`src/rtl/sha_mask_pkg.sv`:
```
// Shared definitions for the masked SHA-512 front end: word sizes, FSM states and
// the share-interleave helper that both the masker and unmasker use.
package sha_mask_pkg;

  localparam int unsigned WORD        = 64;
  localparam int unsigned BLOCK_WORDS = 16;
  // Upper bound on share count supported by the interleave helper.
  localparam int unsigned MAX_SHARES  = 8;
  localparam int unsigned BUS_IDX_W   = $clog2(MAX_SHARES * WORD);

  typedef enum logic [1:0] {IDLE, RAND, OUT} state_e;

  // Bit i of share j lands at bus[i*n + j]; bits above WORD*n are left zero.
  function automatic logic [MAX_SHARES*WORD-1:0] interleave_shares(
    input logic [MAX_SHARES-1:0][WORD-1:0] shares,
    input int unsigned                     n
  );
    logic [MAX_SHARES*WORD-1:0] bus;
    logic [BUS_IDX_W-1:0]       idx;
    bus = '0;
    for (int unsigned i = 0; i < WORD; i++) begin
      for (int unsigned j = 0; j < MAX_SHARES; j++) begin
        if (j < n) begin
          idx      = BUS_IDX_W'(i * n + j);
          bus[idx] = shares[j][i];
        end
      end
    end
    return bus;
  endfunction

endpackage

```
`src/rtl/sha_word_masker.sv`:
```
// Boolean-masking encoder: splits one 64-bit message word into d interleaved shares
// using d-1 fresh PRNG words, and flags the last word of each 1024-bit block.
module sha_word_masker #(
  parameter int unsigned d           = 2,
  parameter int unsigned BLOCK_WORDS = sha_mask_pkg::BLOCK_WORDS
) (
  input  logic                           clk,
  input  logic                           rst_n,
  input  logic                           in_valid,
  output logic                           in_ready,
  input  logic [sha_mask_pkg::WORD-1:0]  in_data,
  input  logic                           rnd_valid,
  output logic                           rnd_ready,
  input  logic [sha_mask_pkg::WORD-1:0]  rnd_data,
  output logic                           out_valid,
  input  logic                           out_ready,
  output logic [sha_mask_pkg::WORD*d-1:0] out_data,
  output logic                           out_last
);
  import sha_mask_pkg::*;

  localparam int unsigned CntW = $clog2(d);
  localparam int unsigned IdxW = $clog2(BLOCK_WORDS);

  state_e                  state_q, state_d;
  logic [CntW-1:0]         rcnt_q, rcnt_d;
  logic [IdxW-1:0]         word_idx_q, word_idx_d;
  logic [d-1:0][WORD-1:0]  shares_q, shares_d;
  int unsigned             rnd_slot;

  always_comb begin
    state_d    = state_q;
    rcnt_d     = rcnt_q;
    word_idx_d = word_idx_q;
    shares_d   = shares_q;
    rnd_slot   = 32'(rcnt_q) + 32'd1;
    unique case (state_q)
      IDLE: begin
        if (in_valid) begin
          shares_d[0] = in_data;
          rcnt_d      = '0;
          state_d     = RAND;
        end
      end
      RAND: begin
        if (rnd_valid) begin
          // Share 0 accumulates x ^ r_1 ^ ... while r_k is stored verbatim as share k.
          shares_d[0] = shares_q[0] ^ rnd_data;
          for (int unsigned j = 1; j < d; j++) begin
            if (j == rnd_slot) shares_d[j] = rnd_data;
          end
          rcnt_d = rcnt_q + CntW'(1);
          if (rcnt_q == CntW'(d - 2)) state_d = OUT;
        end
      end
      OUT: begin
        if (out_ready) begin
          word_idx_d = (word_idx_q == IdxW'(BLOCK_WORDS - 1)) ? '0 : word_idx_q + IdxW'(1);
          state_d    = IDLE;
        end
      end
      default: state_d = IDLE;
    endcase
  end

  always_ff @(posedge clk or negedge rst_n) begin
    if (!rst_n) begin
      state_q    <= IDLE;
      rcnt_q     <= '0;
      word_idx_q <= '0;
      shares_q   <= '0;
    end else begin
      state_q    <= state_d;
      rcnt_q     <= rcnt_d;
      word_idx_q <= word_idx_d;
      shares_q   <= shares_d;
    end
  end

  assign in_ready  = (state_q == IDLE);
  assign rnd_ready = (state_q == RAND);
  assign out_valid = (state_q == OUT);
  assign out_last  = out_valid && (word_idx_q == IdxW'(BLOCK_WORDS - 1));

  logic [MAX_SHARES-1:0][WORD-1:0] shares_pad;
  logic [MAX_SHARES*WORD-1:0]      bus;

  always_comb begin
    shares_pad        = '0;
    shares_pad[d-1:0] = shares_q;
  end

  assign bus      = interleave_shares(shares_pad, d);
  assign out_data = bus[WORD*d-1:0];

  if (d < MAX_SHARES) begin : g_unused_bus
    logic unused_bus;
    assign unused_bus = ^bus[MAX_SHARES*WORD-1:WORD*d];
  end

endmodule
```
`config.mk`:
```
export PLATFORM = sky130hd
export DESIGN_NAME = sha_word_masker
export DESIGN_NICKNAME = d
export VERILOG_FILES = /design/src/rtl/sha_mask_pkg.sv /design/src/rtl/sha_word_masker.sv
export SDC_FILE = /design/constraint.sdc
export NUM_CORES = 1
export LEC_CHECK = 0
export ABC_AREA = 1
export ABC_CLOCK_PERIOD_IN_PS = 1500
export CORE_MARGIN = 3
export CORE_UTILIZATION = 45
export CTS_BUF_LIST = sky130_fd_sc_hd__clkbuf_8
export CTS_CLUSTER_DIAMETER = 60
export DETAILED_ROUTE_END_ITERATION = 7
export PLACE_DENSITY = 0.81
export SYNTH_ARGS = -nofsm -noshare
export SYNTH_HDL_FRONTEND = slang
export SYNTH_SLANG_ARGS = --single-unit
```
`constraint.sdc`:
```
create_clock -name clk -period 1.5 [get_ports clk]
set_input_delay 0.15 -clock clk [delete_from_list [all_inputs] [get_ports clk]]
set_output_delay 0.15 -clock clk [all_outputs]
set_load 0.01 [all_outputs]
```
==> summary by stage <==
Status
The flow ran to the end, and the final reports show no timing, DRC or antenna violations.

Hold path
The min-delay analysis places its worst path in the category in2async.

CTS
Counting every sink on the clock net gives ~140. After clock tree synthesis, the clock-pin slew on the worst setup and hold paths is 0.07 ns. Buffers inserted during clock tree synthesis total 17.

CTS placed an instance of clkbuf_8 at the clock tree root. The clock tree synthesis step divided the H-tree into 4 levels. The number of buffers on the longest clock path is 2. The TritonCTS clock tree is yes. The clock reaches the later pin of the worst-skew pair after about 0.45 ns.

Pwr
The largest voltage drop on the vdd net is between 1 and 1.5 mV. The clock group share of total power is between 10% and 20%. Combinational logic burns a little over half of the power. The internal power is ~13 mW. The power per standard cell area is 2099 mW/mm². In this run switching power makes up a little over two fifths of total power. The leakage power is a little under 6 nW. The sequential fraction of design power is 31.0%. Total power for the finished layout comes to approximately 22 mW.

The net switching power is approximately 9.4 mW.

Synth
The library cell occupying the most area in the post-synthesis netlist is dfrtp_1. By area the synthesized netlist is led by dfrtp_1, nand2_1, inv_1. The area fraction of the dominant cell type after synthesis is between 40% and 50%.

Yosys mapped the design onto 20 distinct sky130hd cell types. In the synthesized netlist the dominant register cell turns out to be dfrtp_1. The synthesized design contains about 140 register bits. The synthesis warning total is 0. The netlist area before placement is a little over 0.007 mm². By count the netlist is led by nand2_1, dfrtp_1, inv_1. The total nets after synthesis is approximately 1100. The proportion of register bits with asynchronous set or reset after synthesis is between 90% and 100%.

Of the synthesized area, sequential elements account for a little under half. The synthesized design contains 0 enable-type register cells. The most common cell in the synthesized netlist is nand2_1. In this run the mean area of a mapped cell was just over 7 µm². The gate count of the mapped netlist is ~1000.

STA
Setup violations remaining at the end of the flow were counted as 0. The final setup skew is around 0.0072 ns. The count of final hold-check violations is 0. The maximum achievable frequency is roughly 680 MHz. The number of pins exceeding their max-slew limit in the final report is 0. Hold is met by 0.1915 ns.

The post-layout minimum cycle time is about 1.5 ns. Setup total negative slack on the finished layout was measured at 0 ns. The worst pin sits at a relative slew slack of a little under three quarters. Setup repair after global routing could not meet its margin everywhere.

For the pin with the worst max-slew slack, the measured transition is approximately 0.43 ns. The fraction of the cycle the final worst path needs is 98.61%.

Cells and area
The ratio of cells with drive above 1 in the final layout is around 6.6%. The count of antenna diodes in the layout is 0. The layout has 1292 filler cells. Summing all flip-flop and latch instances after layout gives between 0.003 and 0.004 mm². In the final layout, the multi-input gates occupy approximately 0.0029 mm². The number of nets in the layout is about 1400. Compared with the post-synthesis result, the final layout area differs by 47.75%.

Placed design
The number of buffers added on ports is around 260. The HPWL after detailed placement is roughly 14000 µm. Routability-driven placement finished with a final weighted congestion of slightly above 0.8.

Worst setup path
Walking the worst path, the cells encountered are ha_2 > nand3_2 > nor2_1 > buf_2. Along the worst path, the maximum fanout reaches 3. The type of origin of the critical path is a flip-flop. In this run the worst setup path begins at word_idx_q[1]$_DFFE_PN0P_.

The data required time of the critical path is ~1.4 ns. The cell type of the slowest stage on the worst timing path is dfrtp_1. The kind of critical path is reg2out. The nature of the critical path endpoint is a primary output. The number of buffers and inverters on the critical path is 1.

The largest single stage delay on the critical path is slightly below 0.4 ns. The start of the worst register-to-register path is state_q[0]$_DFFE_PN0P_. Broken down by cell family, the worst path's largest delay share belongs to flip-flops. For the worst setup path, the data arrival time is about 1.3 ns.

Job
Across the run, the number of max-cap violations was 0.

GRT
The number of global-route vias before repair is 6704. For this run, the total global-route usage over all layers was measured as between 20% and 30%. The number of antenna violations at the first check in global routing was 0. The pin count of the biggest net entering global routing is 67. The wire length of the first global-routing pass is between 30000 and 40000 µm. The total grt overflow is 0.

Detailed routing
The total routed wirelength is roughly 21000 µm. Summed over all nets, wire length on met3 after detailed routing comes to about 1500 µm. After detailed routing, the number of remaining DRC violations is 0. The detail route stage leaves a number of antenna-violating nets equal to 0. The total via count in the routed design is 7027.

The total length of routed met2 wires is a little over 10000 µm. Before antenna repair, the detailed router went through 5 iterations. The detailed router finished its first iteration with between 300 and 400 violations.

After detailed routing, no signal wire sits above met4. The ratio of routed vias to standard cells is approximately 4.7. In the final routed layout, each cell accounts on average for approximately 14 µm. The met1 wire length is 8919 µm.

Die
The number of top-level pins is about 270. The full die area is 0.01723 mm². The initial cell density of the core is 46.28%. The floorplan row count is 45. After floorplanning, the core was sized to cover about 0.015 mm². The die outline height is roughly 130 µm. From left edge to right edge, the die measures roughly 130 µm.
-- flip-flops by register name, indices dropped and copies added (netlist names) --
| name | flops |
|---|---|
| out_data | 128 |
| word_idx_q | 4 |
| state_q | 2 |
| rcnt_q | 1 |
-- through the flow --
stage	utilization, %	std cells	worst slack, ns	instance area, µm²
CTS	67.59	1487	-0.004146	10310
finish	68.38	1491	0.02084	10430
detailed placement	65.06	1448	0.01690	9927
global route	68.38	1491	-0.03584	10430
floorplan	-	997	0.1237	7062
global placement	65.06	1448	0.05401	9927
-- power by group through the flow --
stage	sequential, mW	combinational, mW	clock [mW]
after CTS	6.77	10.9	3.75
after floorplan	7.47	5.83	0
after global routing	7.06	12.7	3.91
final	6.79	11.4	3.71
after detailed placement	6.87	11.8	0
after global placement	6.84	11.6	0
-- placed cells by master, fill, tap and decap left out, types with 2 or more instances in the layout --
cell / count
buf_2: 3
nand3_1: 69
nand3_4: 2
buf_4: 20
clkinv_2: 2
bufinv_16: 5
nand2_1: 461
clkbuf_16: 3
dfrtp_1: 134
clkbuf_8: 24
nor2_1: 6
o21ai_0: 82
buf_6: 5
buf_12: 7
dlygate4sd2_1: 128
clkdlybuf4s50_1: 131
o21ai_1: 48
nand2_2: 2
inv_1: 135
-- kinds of logic after synthesis --
| group | after synthesis | share of synthesized area [%] |
|---|---|---|
| AOI/OAI and AO/OA | 130 | 9.213 |
| xor gates and xnor gates | 1 | 0.1240 |
| adders and majority gates | 1 | 0.1772 |
| buffers and inverters | 185 | 11.98 |
| DFF | 135 | 47.84 |
| and+or+nand+nor | 545 | 30.67 |
-- per-layer routing --
layer	GRT usage, %	vias to the layer above
li1	-	3589
met1	29.42	3137
met2	39.63	249
met3	6.355	52
met4	11.03	0
met5	0	-
-- what timing repair did --
item	4_1_cts	5_1_grt
gates cloned	0	3
pin swaps	0	2
setup endpoints to repair	132	72
gates resized for setup	144	23
setup buffers	6	1
hold buffers	1	0
hold endpoints to repair	115	0
-- area by class of cell --
class / instances / area share, %
clock buffers: 24 / 3.166
inverters: 137 / 5.025
clock inverters: 8 / 1.571
flip-flops and latches: 135 / 32.39
well taps: 211 / 2.530
repair buffers: 299 / 27.86
multi-input cells: 677 / 27.46
-- path summary, 6_finish.rpt --
check                                             to  slack, ns  depth (start not counted)
max                                         out_last       0.02                          4
min in group clk           out_data[103]$_DFFE_PN0P_       0.28                          3
min reg2reg                out_data[117]$_DFFE_PN0P_       0.48                          2
max reg2reg                  out_data[0]$_DFFE_PN0P_       0.04                          7
min                         out_data[99]$_DFFE_PN0P_       0.19                          2
max in group asynchronous    out_data[1]$_DFFE_PN0P_       0.75                          3
No activity file was read; power rests on OpenSTA's default activity.
